$ cat src/rtl/bus_map_pkg.sv
// bus_map_pkg: address windows, FSM states and the address decoder
// shared by boot_bus_ctrl and its testbench.
package bus_map_pkg;

    localparam logic [31:0] DEF_BRAM_BASE      = 32'h0000_0000;
    localparam int unsigned DEF_BRAM_WORDS     = 512;
    localparam logic [31:0] DEF_IO_BASE        = 32'h8000_0000;
    localparam int unsigned DEF_IO_SPAN        = 256;
    localparam int unsigned DEF_TIMEOUT_CYCLES = 255;
    localparam logic [31:0] DEADBEEF           = 32'hDEAD_BEEF;

    typedef enum logic [1:0] {
        ST_IDLE,
        ST_BRAM_WAIT,
        ST_IO_WAIT,
        ST_RESP
    } state_e;

    typedef enum logic [1:0] {
        RGN_BRAM,
        RGN_IO,
        RGN_NONE
    } region_e;

    // Offsets wrap below a base, so one unsigned compare covers both ends.
    function automatic region_e decode(
        input logic [31:0] addr,
        input logic [31:0] bram_base,
        input logic [31:0] bram_bytes,
        input logic [31:0] io_base,
        input logic [31:0] io_span
    );
        logic [31:0] ob;
        logic [31:0] oi;
        ob = addr - bram_base;
        oi = addr - io_base;
        if (ob < bram_bytes) return RGN_BRAM;
        if (oi < io_span) return RGN_IO;
        return RGN_NONE;
    endfunction

endpackage

$ cat src/rtl/boot_bus_ctrl_if.sv
// boot_bus_ctrl_if: CPU-side valid/ready memory bus.
// master = CPU, slave = boot_bus_ctrl.
interface boot_bus_ctrl_if;

    logic        mem_valid;
    logic [31:0] mem_addr;
    logic [31:0] mem_wdata;
    logic [3:0]  mem_wstrb;
    logic        mem_ready;
    logic [31:0] mem_rdata;

    modport master (
        output mem_valid, mem_addr, mem_wdata, mem_wstrb,
        input  mem_ready, mem_rdata
    );

    modport slave (
        input  mem_valid, mem_addr, mem_wdata, mem_wstrb,
        output mem_ready, mem_rdata
    );

endinterface

$ cat src/rtl/bus_watchdog.sv
// bus_watchdog: cycle counter cleared by load_i, advanced by count_i;
// expire_o flags the cycle in which the LIMIT-th counted edge occurs.
module bus_watchdog #(
    parameter int unsigned LIMIT = 255
) (
    input  logic clk,
    input  logic resetn,
    input  logic load_i,
    input  logic count_i,
    output logic expire_o
);

    localparam int unsigned W = $clog2(LIMIT + 1);

    logic [W-1:0] cnt_q;

    assign expire_o = count_i && (cnt_q == W'(LIMIT - 1));

    // Count waited cycles; hold at the limit until reloaded.
    always_ff @(posedge clk) begin
        if (!resetn || load_i) begin
            cnt_q <= '0;
        end else if (count_i && !expire_o) begin
            cnt_q <= cnt_q + 1'b1;
        end
    end

endmodule

$ cat src/rtl/boot_bus_ctrl.sv
// boot_bus_ctrl: CPU bus front end for the boot BRAM and an IO window.
// Define BUS_TIMEOUT_EN to add the IO wait watchdog.
module boot_bus_ctrl
    import bus_map_pkg::*;
#(
    parameter logic [31:0] BRAM_BASE      = DEF_BRAM_BASE,
    parameter int unsigned BRAM_WORDS     = DEF_BRAM_WORDS,
    parameter logic [31:0] IO_BASE        = DEF_IO_BASE,
    parameter int unsigned IO_SPAN        = DEF_IO_SPAN
`ifdef BUS_TIMEOUT_EN
    , parameter int unsigned TIMEOUT_CYCLES = DEF_TIMEOUT_CYCLES
`endif
) (
    input  logic                  clk,
    input  logic                  resetn,
    boot_bus_ctrl_if.slave        bus,
    output logic                  bram_select,
    output logic [3:0]            bram_we,
    output logic                  bram_rd,
    output logic [11:0]           bram_addr,
    output logic [31:0]           bram_wdata,
    input  logic [31:0]           bram_rdata,
    output logic                  io_valid,
    output logic [7:0]            io_addr,
    output logic [3:0]            io_wstrb,
    output logic [31:0]           io_wdata,
    input  logic [31:0]           io_rdata,
    input  logic                  io_ready,
    output logic                  bus_err
);

    state_e      state_q;
    logic        wr_q;
    logic        rd_pend_q;
    logic        mem_ready_q;
    logic [31:0] mem_rdata_q;
    logic        bram_select_q;
    logic [3:0]  bram_we_q;
    logic        bram_rd_q;
    logic [11:0] bram_addr_q;
    logic [31:0] bram_wdata_q;
    logic        io_valid_q;
    logic [7:0]  io_addr_q;
    logic [3:0]  io_wstrb_q;
    logic [31:0] io_wdata_q;
    logic        bus_err_q;
    region_e     region_d;

    assign region_d = decode(bus.mem_addr, BRAM_BASE,
                             32'(BRAM_WORDS * 4), IO_BASE,
                             32'(IO_SPAN));

`ifdef BUS_TIMEOUT_EN
    logic wd_expire;

    bus_watchdog #(
        .LIMIT (TIMEOUT_CYCLES)
    ) u_watchdog (
        .clk      (clk),
        .resetn   (resetn),
        .load_i   (state_q == ST_IDLE),
        .count_i  (state_q == ST_IO_WAIT),
        .expire_o (wd_expire)
    );
`endif

    // Transaction FSM; every output comes straight from a register here.
    always_ff @(posedge clk) begin
        if (!resetn) begin
            state_q       <= ST_IDLE;
            wr_q          <= 1'b0;
            rd_pend_q     <= 1'b0;
            mem_ready_q   <= 1'b0;
            mem_rdata_q   <= '0;
            bram_select_q <= 1'b0;
            bram_we_q     <= '0;
            bram_rd_q     <= 1'b0;
            bram_addr_q   <= '0;
            bram_wdata_q  <= '0;
            io_valid_q    <= 1'b0;
            io_addr_q     <= '0;
            io_wstrb_q    <= '0;
            io_wdata_q    <= '0;
            bus_err_q     <= 1'b0;
        end else begin
            bram_select_q <= 1'b0;
            bram_we_q     <= '0;
            bram_rd_q     <= 1'b0;
            mem_ready_q   <= 1'b0;
            unique case (state_q)
                ST_IDLE: begin
                    if (bus.mem_valid) begin
                        wr_q      <= |bus.mem_wstrb;
                        rd_pend_q <= 1'b0;
                        unique case (region_d)
                            RGN_BRAM: begin
                                state_q       <= ST_BRAM_WAIT;
                                bram_select_q <= 1'b1;
                                bram_we_q     <= bus.mem_wstrb;
                                bram_rd_q     <= ~|bus.mem_wstrb;
                                bram_addr_q   <= bus.mem_addr[13:2]
                                                 - BRAM_BASE[13:2];
                                bram_wdata_q  <= bus.mem_wdata;
                            end
                            RGN_IO: begin
                                state_q    <= ST_IO_WAIT;
                                io_valid_q <= 1'b1;
                                io_addr_q  <= bus.mem_addr[7:0]
                                              - IO_BASE[7:0];
                                io_wstrb_q <= bus.mem_wstrb;
                                io_wdata_q <= bus.mem_wdata;
                            end
                            default: begin
                                state_q     <= ST_RESP;
                                mem_ready_q <= 1'b1;
                                mem_rdata_q <= '0;
                                bus_err_q   <= 1'b1;
                            end
                        endcase
                    end
                end
                ST_BRAM_WAIT: begin
                    // Reads spend one extra cycle for the BRAM output register.
                    if (!wr_q && !rd_pend_q) begin
                        rd_pend_q <= 1'b1;
                    end else begin
                        state_q     <= ST_RESP;
                        mem_ready_q <= 1'b1;
                        mem_rdata_q <= wr_q ? 32'h0 : bram_rdata;
                    end
                end
                ST_IO_WAIT: begin
                    if (io_ready) begin
                        state_q     <= ST_RESP;
                        io_valid_q  <= 1'b0;
                        mem_ready_q <= 1'b1;
                        mem_rdata_q <= wr_q ? 32'h0 : io_rdata;
                    end
`ifdef BUS_TIMEOUT_EN
                    else if (wd_expire) begin
                        state_q     <= ST_RESP;
                        io_valid_q  <= 1'b0;
                        mem_ready_q <= 1'b1;
                        mem_rdata_q <= DEADBEEF;
                        bus_err_q   <= 1'b1;
                    end
`endif
                end
                ST_RESP: begin
                    state_q <= ST_IDLE;
                end
                default: begin
                    state_q <= ST_IDLE;
                end
            endcase
        end
    end

    assign bus.mem_ready = mem_ready_q;
    assign bus.mem_rdata = mem_rdata_q;
    assign bram_select   = bram_select_q;
    assign bram_we       = bram_we_q;
    assign bram_rd       = bram_rd_q;
    assign bram_addr     = bram_addr_q;
    assign bram_wdata    = bram_wdata_q;
    assign io_valid      = io_valid_q;
    assign io_addr       = io_addr_q;
    assign io_wstrb      = io_wstrb_q;
    assign io_wdata      = io_wdata_q;
    assign bus_err       = bus_err_q;

endmodule

$ cat src/flat_wrapper.sv
// flat-port wrapper written by rule: the top's interface ports become plain ports
module boot_bus_ctrl_flat import bus_map_pkg::*;
#(
    parameter logic [31:0] BRAM_BASE      = DEF_BRAM_BASE,
    parameter int unsigned BRAM_WORDS     = DEF_BRAM_WORDS,
    parameter logic [31:0] IO_BASE        = DEF_IO_BASE,
    parameter int unsigned IO_SPAN        = DEF_IO_SPAN

)
  (clk, resetn, bram_select, bram_we, bram_rd, bram_addr, bram_wdata, bram_rdata, io_valid, io_addr, io_wstrb, io_wdata, io_rdata, io_ready, bus_err, bus_mem_valid, bus_mem_addr, bus_mem_wdata, bus_mem_wstrb, bus_mem_ready, bus_mem_rdata);
  boot_bus_ctrl_if bus_i ();
  input  logic clk;
  input  logic resetn;
  output logic bram_select;
  output logic [3:0] bram_we;
  output logic bram_rd;
  output logic [11:0] bram_addr;
  output logic [31:0] bram_wdata;
  input  logic [31:0] bram_rdata;
  output logic io_valid;
  output logic [7:0] io_addr;
  output logic [3:0] io_wstrb;
  output logic [31:0] io_wdata;
  input  logic [31:0] io_rdata;
  input  logic io_ready;
  output logic bus_err;
  input wire logic [$bits(bus_i.mem_valid)-1:0] bus_mem_valid;
  input wire logic [$bits(bus_i.mem_addr)-1:0] bus_mem_addr;
  input wire logic [$bits(bus_i.mem_wdata)-1:0] bus_mem_wdata;
  input wire logic [$bits(bus_i.mem_wstrb)-1:0] bus_mem_wstrb;
  output wire logic [$bits(bus_i.mem_ready)-1:0] bus_mem_ready;
  output wire logic [$bits(bus_i.mem_rdata)-1:0] bus_mem_rdata;
  assign bus_i.mem_valid = bus_mem_valid;
  assign bus_i.mem_addr = bus_mem_addr;
  assign bus_i.mem_wdata = bus_mem_wdata;
  assign bus_i.mem_wstrb = bus_mem_wstrb;
  assign bus_mem_ready = bus_i.mem_ready;
  assign bus_mem_rdata = bus_i.mem_rdata;
  boot_bus_ctrl #(.BRAM_BASE(BRAM_BASE), .BRAM_WORDS(BRAM_WORDS), .IO_BASE(IO_BASE), .IO_SPAN(IO_SPAN)) u_core (.clk(clk), .resetn(resetn), .bus(bus_i), .bram_select(bram_select), .bram_we(bram_we), .bram_rd(bram_rd), .bram_addr(bram_addr), .bram_wdata(bram_wdata), .bram_rdata(bram_rdata), .io_valid(io_valid), .io_addr(io_addr), .io_wstrb(io_wstrb), .io_wdata(io_wdata), .io_rdata(io_rdata), .io_ready(io_ready), .bus_err(bus_err));
endmodule
$ cat config.mk
export PLATFORM = sky130hd
export DESIGN_NAME = boot_bus_ctrl_flat
export DESIGN_NICKNAME = d
export VERILOG_FILES = /design/src/rtl/bus_map_pkg.sv /design/src/rtl/boot_bus_ctrl_if.sv /design/src/rtl/bus_watchdog.sv /design/src/rtl/boot_bus_ctrl.sv /design/src/flat_wrapper.sv
export SDC_FILE = /design/constraint.sdc
export NUM_CORES = 1
export LEC_CHECK = 0
export CORE_MARGIN = 4
export CORE_UTILIZATION = 43
export CTS_BUF_LIST = sky130_fd_sc_hd__clkbuf_8
export DETAILED_ROUTE_END_ITERATION = 12
export PLACE_DENSITY = 0.82
export SYNTH_ARGS = -nofsm -noshare
export SYNTH_HDL_FRONTEND = slang
export SYNTH_SLANG_ARGS = --single-unit
export TNS_END_PERCENT = 30
$ cat constraint.sdc
create_clock -name clk -period 3.1 [get_ports clk]
set_clock_uncertainty 0.15 [all_clocks]
set_input_delay 0.62 -clock clk [delete_from_list [all_inputs] [get_ports clk]]
set_output_delay 0.62 -clock clk [all_outputs]
set_load 0.05 [all_outputs]
==> results of run 1 <==
==> layer usage <==
metal | GRT usage | part of all wire
met5 | 0 | 0.0015
met4 | 0.08651 | 0.023
met3 | 0.09698 | 0.10
met2 | 0.3768 | 0.48
met1 | 0.2573 | 0.39
==> area by class of cell <==
type,instances,area (um^2),share of cell area
Multi-Input combinational cell,451,2718,0.3104
Inverter,5,18.77,0.002143
Timing Repair Buffer,279,2790,0.3187
Tap cell,172,215.2,0.02458
Sequential cell,133,2663,0.3041
Clock inverter,11,62.56,0.007145
Clock buffer,21,289.0,0.03301
==> how the worst max path moves through the flow <==
stage | slack, ns | to | depth (start not counted) | start
after floorplan | 0.76 | u_core.bram_wdata[10] | 5 | bus_mem_addr[20]
after global placement | 0.07 | u_core.bram_wdata[31] | 5 | bus_mem_addr[20]
after detailed placement | 0.06 | u_core.bram_wdata[31] | 5 | bus_mem_addr[20]
after CTS | 0.53 | u_core.bram_wdata[0] | 5 | bus_mem_addr[20]
after global routing | 0.47 | u_core.bram_wdata[20] | 5 | bus_mem_addr[20]
final | 0.52 | u_core.bram_wdata[31] | 5 | bus_mem_addr[20]
==> per-stage QoR <==
stage	std cells	util	area (um^2)	total power, mW	setup WS, ns
floorplan	645	-	5741	2.824	0.7558
global placement	1040	0.6553	8404	3.251	0.07116
detailed placement	1040	0.6553	8404	3.250	0.05601
CTS	1072	0.6827	8756	4.527	0.5345
global route	1072	0.6827	8756	4.698	0.4719
finish	1072	0.6827	8756	4.491	0.5206
==> Yosys cell counts (all sizes together) (3+ instances only) <==
cell type,n
dfxtp,133
a22o,32
dlygate4sd3,3
nor4,5
a21oi,44
buf,22
mux2i,76
clkbuf,31
ha,5
nand3,43
o21ai,44
nand2,156
inv,5
and3,10
nor3,4
nor2,10
==> kinds of logic after synthesis <==
| group | after synthesis |
|---|---|
| DFF | 133 |
| and+or+nand+nor | 240 |
| buffers and inverters | 61 |
| AOI/OAI and AO/OA | 130 |
| adders and majority gates | 5 |
| muxes | 76 |
==> power breakdown <==
part / switching, mW / total, mW / leakage, nW / internal (mW)
clock network: 0.656 / 1.28 / 0.193 / 0.624
registers: 0.0438 / 1.83 / 1.07 / 1.78
logic: 0.764 / 1.39 / 1.87 / 0.621
total: 1.46 / 4.49 / 3.14 / 3.03
==> sequential cells by signal, indices dropped and copies added (netlist names) <==
register,flops
u_core.wr_q,1
u_core.io_valid,1
u_core.bus_err,1
u_core.bus.mem_ready,1
u_core.bram_we,4
u_core.io_addr,8
u_core.bus.mem_rdata,32
u_core.io_wdata,32
u_core.rd_pend_q,1
u_core.bram_addr,12
u_core.bram_rd,1
u_core.state_q,2
u_core.bram_select,1
u_core.bram_wdata,32
u_core.io_wstrb,4
==> worst max-delay path: stages <==
cell and delay [ns]:
clkdlybuf4s50_1 0.42, or4_4 0.58, or4_4 0.78, o21ai_0 0.24, a21oi_1 0.08
==> impl_metrics.py, run 1 <==
metrics = {
    "outcome": {
        "status": "complete, no violations",
    },
    "clock_network": {
        "cts.htree.levels": 4,
        "cts_sinks": 133,
        "post_cts_resized": 0,
        "cts-root-buf": "clkbuf_8",
        "cts_setup_buffers": 0,
        "cts_tree": "built",
        "clk_latency_ns": 0.44,
        "cts.clk_slew.worst_paths_ns": 0.08,
        "clockBufferDepth": 2,
        "cts_buffers": 17,
        "hold_buffers": 0,
    },
    "grt": {
        "grt_pass1_wl_um": 26650,
        "grt_max_degree": 74,
        "grt.overflow.total": 0,
        "grt_pass1_vias": 5262,
        "grt_antenna_before_repair": 2,
        "gr-usage-all-layers": 0.2265,
    },
    "final_layout": {
        "syn_to_final_growth_pct": 52.53,
        "layout_common_cells": "263 x clkdlybuf4s50_1, 155 x nand2_1, 133 x dfxtp_1",
        "antenna_cells": 0,
        "final_common_cell": "clkdlybuf4s50_1",
        "fillers": 1043,
        "fin_nets": 1028,
        "drive_above_1_share": 0.06444,
    },
    "yosys": {
        "synthSimpleGateAreaFrac": 0.1859,
        "ys_seq_area_frac": 0.4638,
        "syn_nets": 786,
        "synth_edf_count": 0,
        "synthMuxAreaShare": 0.1325,
        "netlist_area_um2": 5741,
        "synth_top_area_frac": 0.4638,
        "ys_warn_count": 0,
        "synth_cells": 645,
        "synthArstFlopShare": 0,
        "synth_seq_cells": 133,
        "synthAdderAreaFrac": 0.01090,
        "avgSynthCellArea_um2": 8.900,
        "synth_top_family_by_area": "simple AND/OR/NAND/NOR gates",
        "yosysTopAreaCell": "dfxtp_1",
        "synthFlopType": "dfxtp_1",
        "synth_compound_area_frac": 0.1423,
        "yosys-top-cells-area": "dfxtp_1 46%, mux2i_1 13%, nand2_1 10%",
        "synth_xor_area_frac": 0,
        "ys_types": 40,
    },
    "critical_path": {
        "critPathLaunchType": "input port",
        "critPathRequiredTime_ns": 3.27,
        "regToRegSetupSlack_ns": 0.86,
        "r2r_start": "u_core.state_q[0]",
        "critical_path_arrival_ns": 2.75,
        "critical_path_class": "in -> reg",
        "reg2reg_depth": 7,
        "end_kind": "register",
        "r2r_end": "u_core.bus.mem_rdata[23]",
        "crit_fanout": 41,
    },
    "routing": {
        "routed_wirelength_um": 17720,
        "drc": 0,
        "final_antenna_net_count": 0,
        "first_pass_iters": 4,
        "vias": 5521,
        "drt-vias-per-instance": 5.150,
        "wl_per_cell_um": 16.53,
        "drt_iter0_drc": 300,
    },
    "die": {
        "die_x_um": 123.5,
        "initial_utilization": 0.4476,
        "pin_count": 265,
        "core_area_um2": 12820,
        "die_h_um": 123.5,
        "rows": 41,
        "dieArea_um2": 15260,
    },
    "timing": {
        "final-setup-viol-count": 0,
        "fmax_ghz": 0.3877,
        "rsz0062_at_grt": "no",
        "hold_slack_ns": 0.3035,
        "max_slew_margin": 0.5010,
        "slew_violations": 0,
        "worstMarginPinSlew_ns": 0.7486,
        "min_period_ns": 2.579,
        "fin_tns_setup_ns": 0,
        "fin_crit_sh": 0.8321,
        "finalHoldViolCount": 0,
    },
    "pwr": {
        "power.density_nw_per_um2": 512.9,
        "ir_worst_vdd_mv": 0.4462,
        "p_leak_nw": 3.136,
    },
    "min_path": {
        "whs_path_depth": 2,
        "hold_path.class": "reg -> reg",
        "hold_path.startpoint": "u_core.bus_err",
        "hold_end": "u_core.bus_err",
    },
    "place": {
        "io_buffers": 264,
        "place.gp.congestion": 0.8047,
        "dp_hpwl_um": 13010,
    },
    "flow_run": {
        "drv_cap": 0,
    },
}
(Power assumes the default switching activity.)
==> run 2: changes to the inputs <==
Settings changed: CORE_UTILIZATION 43 to 39, PLACE_DENSITY 0.82 to 0.78.
Clock period 3.1 ns to 2.1 ns, I/O delays scaled along.
==> run 2 against run 1 <==
  * The run now ends with setup timing left
  * Sequential power increased by 48%
  * Design area increased by 8.6%
  * Flip-flop and latch count unchanged
  * Die area increased by 9.6%
  * Routed wire length increased by 8.5%
  * Cell count increased by 5.7%
  * Count of clock-buffer cells in the layout increased by 1
  * Global-route usage decreased by 1.2 points
  * Non-clock buffer count increased by 49
  * Highest routed layer is now met4
==> impl_metrics.py, run 2 (synthesized netlist as in run 1, its figures left out) <==
metrics = {
    "clock_network": {
        "cts.clk_slew.worst_paths_ns": 0.08,
        "cts_tree": "built",
        "cts_sinks": 133,
        "hold_buffers": 0,
        "cts.htree.levels": 4,
        "clockBufferDepth": 2,
        "clk_latency_ns": 0.45,
        "cts_buffers": 17,
        "cts-root-buf": "clkbuf_8",
    },
    "grt": {
        "grt-busiest-layer": "met2",
        "grt_max_degree": 69,
        "met1_usage": 0.2411,
        "grt_pass1_vias": 5567,
        "use_met2": 0.3787,
        "grtUsageMet3": 0.07255,
        "gr-usage-all-layers": 0.2149,
        "grt.overflow.total": 0,
        "grt_pass1_wl_um": 28260,
        "grt_antenna_before_repair": 0,
    },
    "routing": {
        "drt-vias-per-instance": 5.087,
        "routed_wirelength_um": 19230,
        "wl_per_cell_um": 16.98,
        "first_pass_iters": 5,
        "vias": 5764,
        "final_antenna_net_count": 0,
        "drc": 0,
        "drt_iter0_drc": 349,
    },
    "final_layout": {
        "finalNonFillerCells": 1133,
        "antenna_cells": 0,
        "design_area_um2": 9510,
        "ff_latch_area_um2": 2668,
        "multiInputGateArea_um2": 2856,
        "final_common_cell": "nand2_1",
        "fillers": 1214,
        "layout_common_cells": "153 x nand2_1, 131 x dfxtp_1, 128 x clkdlybuf4s50_1",
        "drive_above_1_share": 0.1928,
        "syn_to_final_growth_pct": 65.67,
        "fin_nets": 1077,
    },
    "pwr": {
        "internal-power_mw": 5.659,
        "power.density_nw_per_um2": 855.4,
        "clkPwrFrac": 0.321,
        "switching_share": 0.3044,
        "comb_power_share": 0.346,
        "netSwitchingPower_mw": 2.476,
        "ir_worst_vdd_mv": 0.5296,
        "fin_total_pwr_mw": 8.135,
        "p_leak_nw": 4.116,
        "p_seq_frac": 0.333,
    },
    "timing": {
        "finalHoldViolCount": 0,
        "min_period_ns": 2.101,
        "fin_crit_sh": 1.000,
        "final-setup-viol-count": 2,
        "rsz0062_at_grt": "yes",
        "worstMarginPinSlew_ns": 0.5211,
        "slew_violations": 0,
        "fmax_ghz": 0.4760,
        "max_slew_margin": 0.6540,
        "fin_ws_ns": -0.0008786,
    },
    "place": {
        "io_buffers": 264,
        "dp_hpwl_um": 13250,
        "dpl_cell_area_um2": 8613,
        "dp_cells": 1079,
        "place.gp.congestion": 0.8357,
    },
    "critical_path": {
        "critical_path_buf_inv_count": 3,
        "crit_fanout": 6,
        "critPathRequiredTime_ns": 2.29,
        "startpoint": "u_core.state_q[1]",
        "cp_top_family": "compound AO/OA/AOI/OAI gates",
        "cp_slowest_stage_delay_ns": 0.43,
        "crit_chain": "inv_4 > ha_4 > nor2b_4 > a211o_1 > a311o_2 > buf_6 > clkbuf_16 > mux2i_1",
        "regToRegSetupSlack_ns": -0.0009,
        "critical_path_class": "reg -> reg",
        "worst_path_max_delay_cell": "a311o_2",
        "r2r_start": "u_core.state_q[1]",
        "end_kind": "register",
        "critPathLaunchType": "register",
        "critical_path_arrival_ns": 2.29,
    },
    "min_path": {
        "hold_path.class": "in -> reg",
        "hold_path.startpoint": "resetn",
    },
    "die": {
        "initial_utilization": 0.3965,
        "pin_count": 265,
        "core_area_um2": 14480,
        "die_h_um": 129.3,
        "dieArea_um2": 16720,
        "die_x_um": 129.3,
        "rows": 44,
    },
    "outcome": {
        "status": "finished with violations",
        "violations": "setup timing",
    },
    "flow_run": {
        "drv_cap": 0,
    },
}
[run 2: cell type report]
class | count | area share
tap | 184 | 0.02421
inverter | 5 | 0.002500
multi-input combinational | 451 | 0.3004
clock inverter | 10 | 0.01987
sequential | 133 | 0.2805
clock buffer | 22 | 0.03184
timing repair buffer | 328 | 0.3407
[run 2: power groups by stage]
stage | clock network (mW) | registers, mW | logic (mW)
detailed placement | 0 | 2.75 | 2.17
global placement | 0 | 2.75 | 2.17
floorplan | 0 | 3.04 | 1.16
global route | 2.76 | 2.72 | 3.00
CTS | 2.67 | 2.70 | 2.55
finish | 2.62 | 2.71 | 2.81
[run 2: final timing paths]
path	end	depth (start not counted)
max reg2reg	u_core.bus.mem_rdata[4]	8
min	u_core.io_wdata[9]	3
max	u_core.bus.mem_rdata[4]	8
min reg2reg	u_core.bus.mem_rdata[6]	2
[run 2: metal layers]
layer  vias up  part of all wire  wire, um
li1       2829                 -         -
met1      2663              0.39      7532
met2       243              0.50      9580
met3        29             0.090      1740
met4         0             0.020       379
met5         -                 0         0
[run 2: what timing repair did]
action | 4_1_cts | 5_1_grt
setup endpoints to repair | 168 | 118
buffers inserted | 10 | 4
pin swaps | 7 | 11
cloned | 2 | 8
gates resized for setup | 104 | 24
[run 2: worst min-delay path, cell delays in order]
cell and delay, ns:
buf_4 0.17, nand2_1 0.08, mux2i_1 0.06
[run 2: per-stage QoR]
| step | setup TNS, ns | hold WS (ns) | worst slack (ns) | utilization |
|---|---|---|---|---|
| after CTS | -0.5771 | 0.1401 | -0.03415 | 0.6377 |
| after floorplan | -1.605 | 0.3442 | -0.04422 | - |
| final | -0.001720 | 0.1908 | -0.0008786 | 0.6568 |
| after global placement | -61.83 | 0.2873 | -0.5363 | 0.5949 |
| after global routing | -0.7187 | 0.1830 | -0.05417 | 0.6568 |
| after detailed placement | -64.79 | 0.2945 | -0.5856 | 0.5949 |
